<file path="config.mk">
export PLATFORM = sky130hd
export DESIGN_NAME = score_display
export DESIGN_NICKNAME = d
export VERILOG_FILES = /design/src/rtl/score_display_pkg.sv /design/src/rtl/bin2bcd_seq.sv /design/src/rtl/score_display.sv
export SDC_FILE = /design/constraint.sdc
export NUM_CORES = 1
export LEC_CHECK = 0
export ABC_CLOCK_PERIOD_IN_PS = 6300
export BUFFER_PORTS_ARGS = -buffer_cell sky130_fd_sc_hd__buf_2
export CORE_MARGIN = 4
export CORE_UTILIZATION = 30
export CTS_CLUSTER_DIAMETER = 40
export DETAILED_ROUTE_END_ITERATION = 10
export PLACE_DENSITY = 0.51
export SLEW_MARGIN = 25
export SYNTH_ARGS = -nofsm -noshare
export SYNTH_HDL_FRONTEND = slang
export SYNTH_SLANG_ARGS = --single-unit
</file>
<file path="constraint.sdc">
create_clock -name clock_div -period 6.3 [get_ports clock_div]
set_clock_uncertainty 0.05 [all_clocks]
set_input_delay 0.315 -clock clock_div [delete_from_list [all_inputs] [get_ports clock_div]]
set_output_delay 0.315 -clock clock_div [all_outputs]
set_load 0.05 [all_outputs]
</file>
<file path="src/rtl/score_display_pkg.sv">
// Shared types, constants and helpers for the score display path.
package score_display_pkg;

    // Conversion engine state encoding
    typedef enum logic [1:0] {
        ST_IDLE   = 2'd0,
        ST_SHIFT  = 2'd1,
        ST_COMMIT = 2'd2
    } state_t;

    // The 10-nibble accumulator covers the full 32-bit input range
    localparam int BCD_DIGITS = 10;
    localparam int BCD_W      = 4 * BCD_DIGITS;

    // Segment patterns {g,f,e,d,c,b,a}, active-low
    localparam logic [6:0] SEG_BLANK  = 7'h7F;
    localparam logic [3:0] SAT_DIGIT  = 4'd9;
    localparam logic [6:0] SEG_TABLE [10] = '{
        7'h40, 7'h79, 7'h24, 7'h30, 7'h19,
        7'h12, 7'h02, 7'h78, 7'h00, 7'h10
    };

    // Map a BCD digit to its segment pattern; non-decimal codes go dark
    function automatic logic [6:0] seg_encode(input logic [3:0] digit);
        logic [6:0] code;
        if (digit <= 4'd9) begin
            code = SEG_TABLE[digit];
        end else begin
            code = SEG_BLANK;
        end
        return code;
    endfunction

    // Double-dabble correction: every nibble >= 5 gets +3 before the shift
    function automatic logic [BCD_W-1:0] dabble_adjust(input logic [BCD_W-1:0] bcd);
        logic [BCD_W-1:0] res;
        res = bcd;
        for (int i = 0; i < BCD_DIGITS; i++) begin
            if (bcd[i*4 +: 4] >= 4'd5) begin
                res[i*4 +: 4] = bcd[i*4 +: 4] + 4'd3;
            end else begin
                res[i*4 +: 4] = bcd[i*4 +: 4];
            end
        end
        return res;
    endfunction

endpackage

</file>
<file path="src/rtl/bin2bcd_seq.sv">
// Sequential double-dabble converter: one input bit per clock.
// o_done is high for the single COMMIT cycle, when o_bcd and o_value
// hold the finished result and the value it was computed from.
module bin2bcd_seq
    import score_display_pkg::*;
#(
    parameter int SCORE_W = 32
) (
    input  logic               i_clk,
    input  logic               i_rst_n,
    input  logic [SCORE_W-1:0] i_value,
    input  logic               i_go,
    output logic [BCD_W-1:0]   o_bcd,
    output logic               o_done,
    output logic               o_busy,
    output logic [SCORE_W-1:0] o_value
);

    localparam int CNT_W = $clog2(SCORE_W + 1);

    state_t             r_state;
    logic [SCORE_W-1:0] r_shift;
    logic [SCORE_W-1:0] r_value;
    logic [BCD_W-1:0]   r_bcd;
    logic [CNT_W-1:0]   r_cnt;
    logic               r_busy;
    logic [BCD_W-1:0]   w_adj;

    assign w_adj   = dabble_adjust(r_bcd);
    assign o_bcd   = r_bcd;
    assign o_done  = (r_state == ST_COMMIT);
    assign o_busy  = r_busy;
    assign o_value = r_value;

    // Conversion FSM: capture on go, shift SCORE_W times, then one commit cycle
    always_ff @(posedge i_clk or negedge i_rst_n) begin
        if (!i_rst_n) begin
            r_state <= ST_IDLE;
            r_shift <= '0;
            r_value <= '0;
            r_bcd   <= '0;
            r_cnt   <= '0;
            r_busy  <= 1'b0;
        end else begin
            case (r_state)
                ST_IDLE: begin
                    if (i_go) begin
                        r_value <= i_value;
                        r_shift <= i_value;
                        r_bcd   <= '0;
                        r_cnt   <= '0;
                        r_busy  <= 1'b1;
                        r_state <= ST_SHIFT;
                    end else begin
                        r_state <= ST_IDLE;
                    end
                end
                ST_SHIFT: begin
                    r_bcd   <= {w_adj[BCD_W-2:0], r_shift[SCORE_W-1]};
                    r_shift <= {r_shift[SCORE_W-2:0], 1'b0};
                    r_cnt   <= r_cnt + 1'b1;
                    if (r_cnt == CNT_W'(SCORE_W - 1)) begin
                        r_state <= ST_COMMIT;
                    end else begin
                        r_state <= ST_SHIFT;
                    end
                end
                ST_COMMIT: begin
                    r_busy  <= 1'b0;
                    r_state <= ST_IDLE;
                end
                default: begin
                    r_busy  <= 1'b0;
                    r_state <= ST_IDLE;
                end
            endcase
        end
    end

endmodule

</file>
<file path="src/rtl/score_display.sv">
// Score display: detects score changes, converts to BCD, saturates at
// 9999 and scans four common-anode digits with leading-zero blanking.
module score_display
    import score_display_pkg::*;
#(
    parameter int SCORE_W     = 32,
    parameter int REFRESH_DIV = 100000
) (
    input  logic               clock_div,
    input  logic               start,
    input  logic [SCORE_W-1:0] score,
    output logic [3:0]         an,
    output logic [6:0]         seg,
    output logic               dp,
    output logic               busy,
    output logic               overflow
);

    localparam int REF_W = (REFRESH_DIV > 2) ? $clog2(REFRESH_DIV) : 1;

    logic [SCORE_W-1:0] r_last_score;
    logic [3:0][3:0]    r_digits;
    logic               r_overflow;
    logic [REF_W-1:0]   r_refresh_cnt;
    logic [1:0]         r_scan_idx;
    logic [3:0]         r_an;
    logic [6:0]         r_seg;
    logic               r_dp;

    logic               w_go;
    logic [BCD_W-1:0]   w_bcd;
    logic               w_done;
    logic               w_busy;
    logic [SCORE_W-1:0] w_value;
    logic [3:0]         w_blank;
    logic [3:0]         w_an_next;
    logic [6:0]         w_seg_next;
    logic               w_dp_next;

    // Only sampled while the engine is idle, so a mid-conversion change
    // is picked up right after the commit.
    assign w_go = (score != r_last_score);

    bin2bcd_seq #(
        .SCORE_W (SCORE_W)
    ) u_bin2bcd (
        .i_clk   (clock_div),
        .i_rst_n (start),
        .i_value (score),
        .i_go    (w_go),
        .o_bcd   (w_bcd),
        .o_done  (w_done),
        .o_busy  (w_busy),
        .o_value (w_value)
    );

    assign busy     = w_busy;
    assign overflow = r_overflow;
    assign an       = r_an;
    assign seg      = r_seg;
    assign dp       = r_dp;

    // Digit registers update only on commit, so the scan never shows a torn value
    always_ff @(posedge clock_div or negedge start) begin
        if (!start) begin
            r_last_score <= '0;
            r_digits     <= '0;
            r_overflow   <= 1'b0;
        end else if (w_done) begin
            r_last_score <= w_value;
            if (|w_bcd[BCD_W-1:16]) begin
                r_digits   <= {SAT_DIGIT, SAT_DIGIT, SAT_DIGIT, SAT_DIGIT};
                r_overflow <= 1'b1;
            end else begin
                r_digits   <= w_bcd[15:0];
                r_overflow <= 1'b0;
            end
        end else begin
            r_last_score <= r_last_score;
            r_digits     <= r_digits;
            r_overflow   <= r_overflow;
        end
    end

    // Free-running refresh divider; each wrap advances the scanned digit
    always_ff @(posedge clock_div or negedge start) begin
        if (!start) begin
            r_refresh_cnt <= '0;
            r_scan_idx    <= 2'd0;
        end else if (r_refresh_cnt == REF_W'(REFRESH_DIV - 1)) begin
            r_refresh_cnt <= '0;
            r_scan_idx    <= r_scan_idx + 2'd1;
        end else begin
            r_refresh_cnt <= r_refresh_cnt + 1'b1;
            r_scan_idx    <= r_scan_idx;
        end
    end

    // Leading-zero blanking and next pin values for the scanned digit
    always_comb begin
        w_blank    = 4'b0000;
        w_blank[3] = (r_digits[3] == 4'd0);
        w_blank[2] = w_blank[3] && (r_digits[2] == 4'd0);
        w_blank[1] = w_blank[2] && (r_digits[1] == 4'd0);
        w_blank[0] = 1'b0;
        w_an_next  = ~(4'b0001 << r_scan_idx);
        if (w_blank[r_scan_idx]) begin
            w_seg_next = SEG_BLANK;
        end else begin
            w_seg_next = seg_encode(r_digits[r_scan_idx]);
        end
        if (r_overflow && (r_scan_idx == 2'd0)) begin
            w_dp_next = 1'b0;
        end else begin
            w_dp_next = 1'b1;
        end
    end

    // Registered display pins
    always_ff @(posedge clock_div or negedge start) begin
        if (!start) begin
            r_an  <= 4'b1110;
            r_seg <= SEG_TABLE[0];
            r_dp  <= 1'b1;
        end else begin
            r_an  <= w_an_next;
            r_seg <= w_seg_next;
            r_dp  <= w_dp_next;
        end
    end

endmodule

</file>
==> flow_metrics.tcl <==
set metrics [dict create \
    min_delay_path_depth 2 \
    max_freq_ghz 0.334 \
    cp.arrival_ns 3.26 \
    grt_usage_pct 13.2 \
    cts_sinks 193 \
    cp.buffers_inverters 2 \
    hold_end "u_bin2bcd.r_shift[0]$_DFFE_PN0P_" \
    yosysWarnings 0 \
    synth_cells 943 \
    drt_iter0_drc 405 \
    cts_setup_buffers 0 \
    n_fill_cell 3101 \
    worstHoldPathType "in2reg" \
    io_buffers 47 \
    vias 6850 \
    cts_root_buf "clkbuf_16" \
    startpoint_type "flop" \
    async_flop_share_pct 100 \
    drt-total-wl_microns 22100 \
    die_area_sq_um 34500 \
    synth-simple-area-share_pct 12.6 \
    p_leak_nw 4.65 \
    syn-num-nets 1014 \
    path_clk_slew_ns 0.08 \
    fin_nets 1034 \
    worstPathCellList "xnor2_1, nand4_1, nor4_4, buf_4, a21oi_4, buf_4, mux2_2" \
    ys_ff_latch 193 \
    worst_path_max_delay_cell "a21oi_4" \
    worst_r2r_startpoint "r_last_score[27]$_DFFE_PN0N_" \
    slew_headroom_pct 40.5 \
    finalSetupViolCount 0 \
    pin_count 48 \
    multi_input_area_sq_um 4180 \
    syn_avg_cell_area_sq_um 10.0 \
    drv_cap 0 \
    power.density_nw_per_um2 249 \
    rsz0062_at_grt "no" \
    register_area_sq_um 4840 \
    irDropWorstVdd_v 0.000115 \
    critPathMaxFanout 47 \
    cp.depth 7 \
    cts_max_path_buffers 2 \
    clock_latency_ns 0.43 \
    crit_type "reg2reg" \
    final_util_pct 34.6 \
    synthAdderAreaFrac_pct 4.89 \
    synth_edf_count 0 \
    synth_compound_area_share_pct 18.6 \
    avgViaCountPerCell 4.99 \
    final_common_cell "dfrtp_1" \
    cts_tree "built" \
    ys.flop_type "dfrtp_1" \
    syn_to_final_growth_pct 12.6 \
    status "finished clean" \
    grt_max_degree 157 \
    hold_violations 0 \
    cts_max_level 4 \
    drive_gt1_share_pct 11.4 \
    regToRegSetupSlack_ns 3.30 \
    yosysSeqAreaShare_pct 51.1 \
    gp_congestion 0.726 \
    whs_ns 0.0911 \
    end_kind "flop" \
    diodes 0 \
    grt_pass1_vias 6786 \
    cp_top_family "buffers and inverters" \
    r2r-end "u_bin2bcd.o_value[0]$_DFFE_PN0P_" \
    drt_pass1_iterations 4 \
    cts_buffers 17 \
    synthXorXnorAreaFrac_pct 6.20 \
    crit_required_ns 6.57 \
    tns_ns 0 \
    rows 64 \
    muxShareOfSynthArea_pct 1.51 \
    finalCritPeriodShare_pct 47.6 \
    holdCritStartpoint "score[0]" \
    drcViolationCount 0 \
    synth_top_family_by_area "compound AO/OA/AOI/OAI gates" \
    overflow 0 \
    start_util_pct 30.7 \
    die_w_microns 186 \
    synth_area_sq_um 9470 \
    report.final.slew_viol_count 0 \
    antenna_found_initial 1 \
    cp_common_cell "buf_4" \
    dpl.hpwl_microns 13900 \
    ant_nets 0 \
    core_sq_um 30800 \
    totalPowerFinal_w 0.00266 \
    die_y_microns 186 \
    synth_cell_types 44 \
    reg2regPathDepth 7 \
    worst_pin_slew_ns 0.892 \
    wl_per_cell_microns 16.1 \
    final_cell_mix "dfrtp_1 (188), nand2_1 (120), o21ai_0 (73)" \
    grt_pass1_wl_microns 36800 \
    max_stage_delay_ns 0.70 \
    period_needed_ns 3.00 \
]
routing by layer:
metal	track usage [%]	wire length, microns	vias to the layer above
met1	18.9	11100	3377
met5	0	7	-
met3	2.78	777	9
met2	20.4	10100	75
met4	3.41	166	2
li1	-	-	3387
cells in the mapped netlist (all sizes together), types with 2 or more instances:
master  number  area [sq um]
dfrtp      188          4700
nand2      121           454
o21ai       73           365
inv         63           236
a21oi       58           290
o22ai       53           332
xnor2       51           447
clkbuf      41           154
ha          37           463
a22o        34           298
nor2        32           120
a311o       31           310
buf         17          93.8
xor2        16           140
nand4       13          81.3
nor4b       13           114
nand2b      12          75.1
nand3       12          60.1
or3         12          75.1
a31oi       11          68.8
nor4         7          73.8
nor2b        6          37.5
dfstp        5           131
mux4         4          90.1
nor3         4          20.0
o22a         4          35.0
and3         3          18.8
mux2i        3          30.0
o211ai       3          22.5
and4b        2          20.0
mux2         2          22.5
o21a         2          15.0
or2          2          12.5
repair_timing:
item                                    4_1_cts  5_1_grt
endpoints found under the hold margin        37        0
hold buffers                                  1        0
resized for setup                             0        0
endpoints found under the setup margin        0        0
worst reg2reg max path, cell delays in order, from the launching register on:
cell	delay, ns
dfrtp_1	0.39
xnor2_1	0.15
nand4_1	0.22
nor4_4	0.08
buf_4	0.27
a21oi_4	0.71
buf_4	0.60
mux2_2	0.42
cell families after synthesis:
family	count (synthesis)
AO/OA/AOI/OAI	272
AND/OR/NAND/NOR	243
flip-flops	193
buffers and inverters	122
XOR/XNOR	67
adder cells (fa/ha/maj)	37
multiplexers	9
worst max-delay path by stage:
stage	from	endpoint	slack (ns)
2_1_floorplan	r_scan_idx[0]$_DFFE_PN0N_	seg[4]$_DFF_PN0_	4.25
3_3_place_gp	u_bin2bcd.r_state[0]$_DFF_PN0_	r_digits[1]$_DFFE_PN0N_	3.17
3_5_place_dp	score[3]	u_bin2bcd.o_value[0]$_DFFE_PN0P_	3.22
4_1_cts	r_last_score[3]$_DFFE_PN0N_	u_bin2bcd.o_value[0]$_DFFE_PN0P_	3.26
5_1_grt	r_last_score[26]$_DFFE_PN0N_	u_bin2bcd.o_busy$_DFFE_PN0P_	3.11
6_report	r_last_score[27]$_DFFE_PN0N_	u_bin2bcd.o_value[0]$_DFFE_PN0P_	3.30
registers in the layout, indices dropped and copies added, names as in the netlist:
| register | flops |
|---|---|
| an | 4 |
| dp | 1 |
| overflow | 1 |
| r_digits | 16 |
| r_last_score | 32 |
| r_refresh_cnt | 17 |
| r_scan_idx | 2 |
| seg | 7 |
| u_bin2bcd.o_bcd | 40 |
| u_bin2bcd.o_busy | 1 |
| u_bin2bcd.o_value | 32 |
| u_bin2bcd.r_cnt | 6 |
| u_bin2bcd.r_shift | 32 |
| u_bin2bcd.r_state | 2 |
power breakdown:
part	total (W)	switching [W]	internal [W]
registers	0.00134	0.0000490	0.00129
clock network	0.00106	0.000524	0.000534
logic	0.000260	0.000144	0.000116
final cells by class:
type | instances | share of cell area [%]
Inverter | 64 | 2.26
Timing Repair Buffer | 59 | 3.27
Clock inverter | 13 | 1.10
Sequential cell | 193 | 45.4
Multi-Input combinational cell | 628 | 39.2
Clock buffer | 19 | 4.15
Tap cell | 396 | 4.65
metrics by stage:
step / instance area (sq um) / instances / setup WS [ns]
floorplan: 9470 / 943 / 4.25
global placement: 10100 / 1339 / 3.17
detailed placement: 10100 / 1339 / 3.22
CTS: 10700 / 1372 / 3.26
global route: 10700 / 1372 / 3.11
finish: 10700 / 1372 / 3.30
Note: power is estimated with default switching activity, not from simulation.
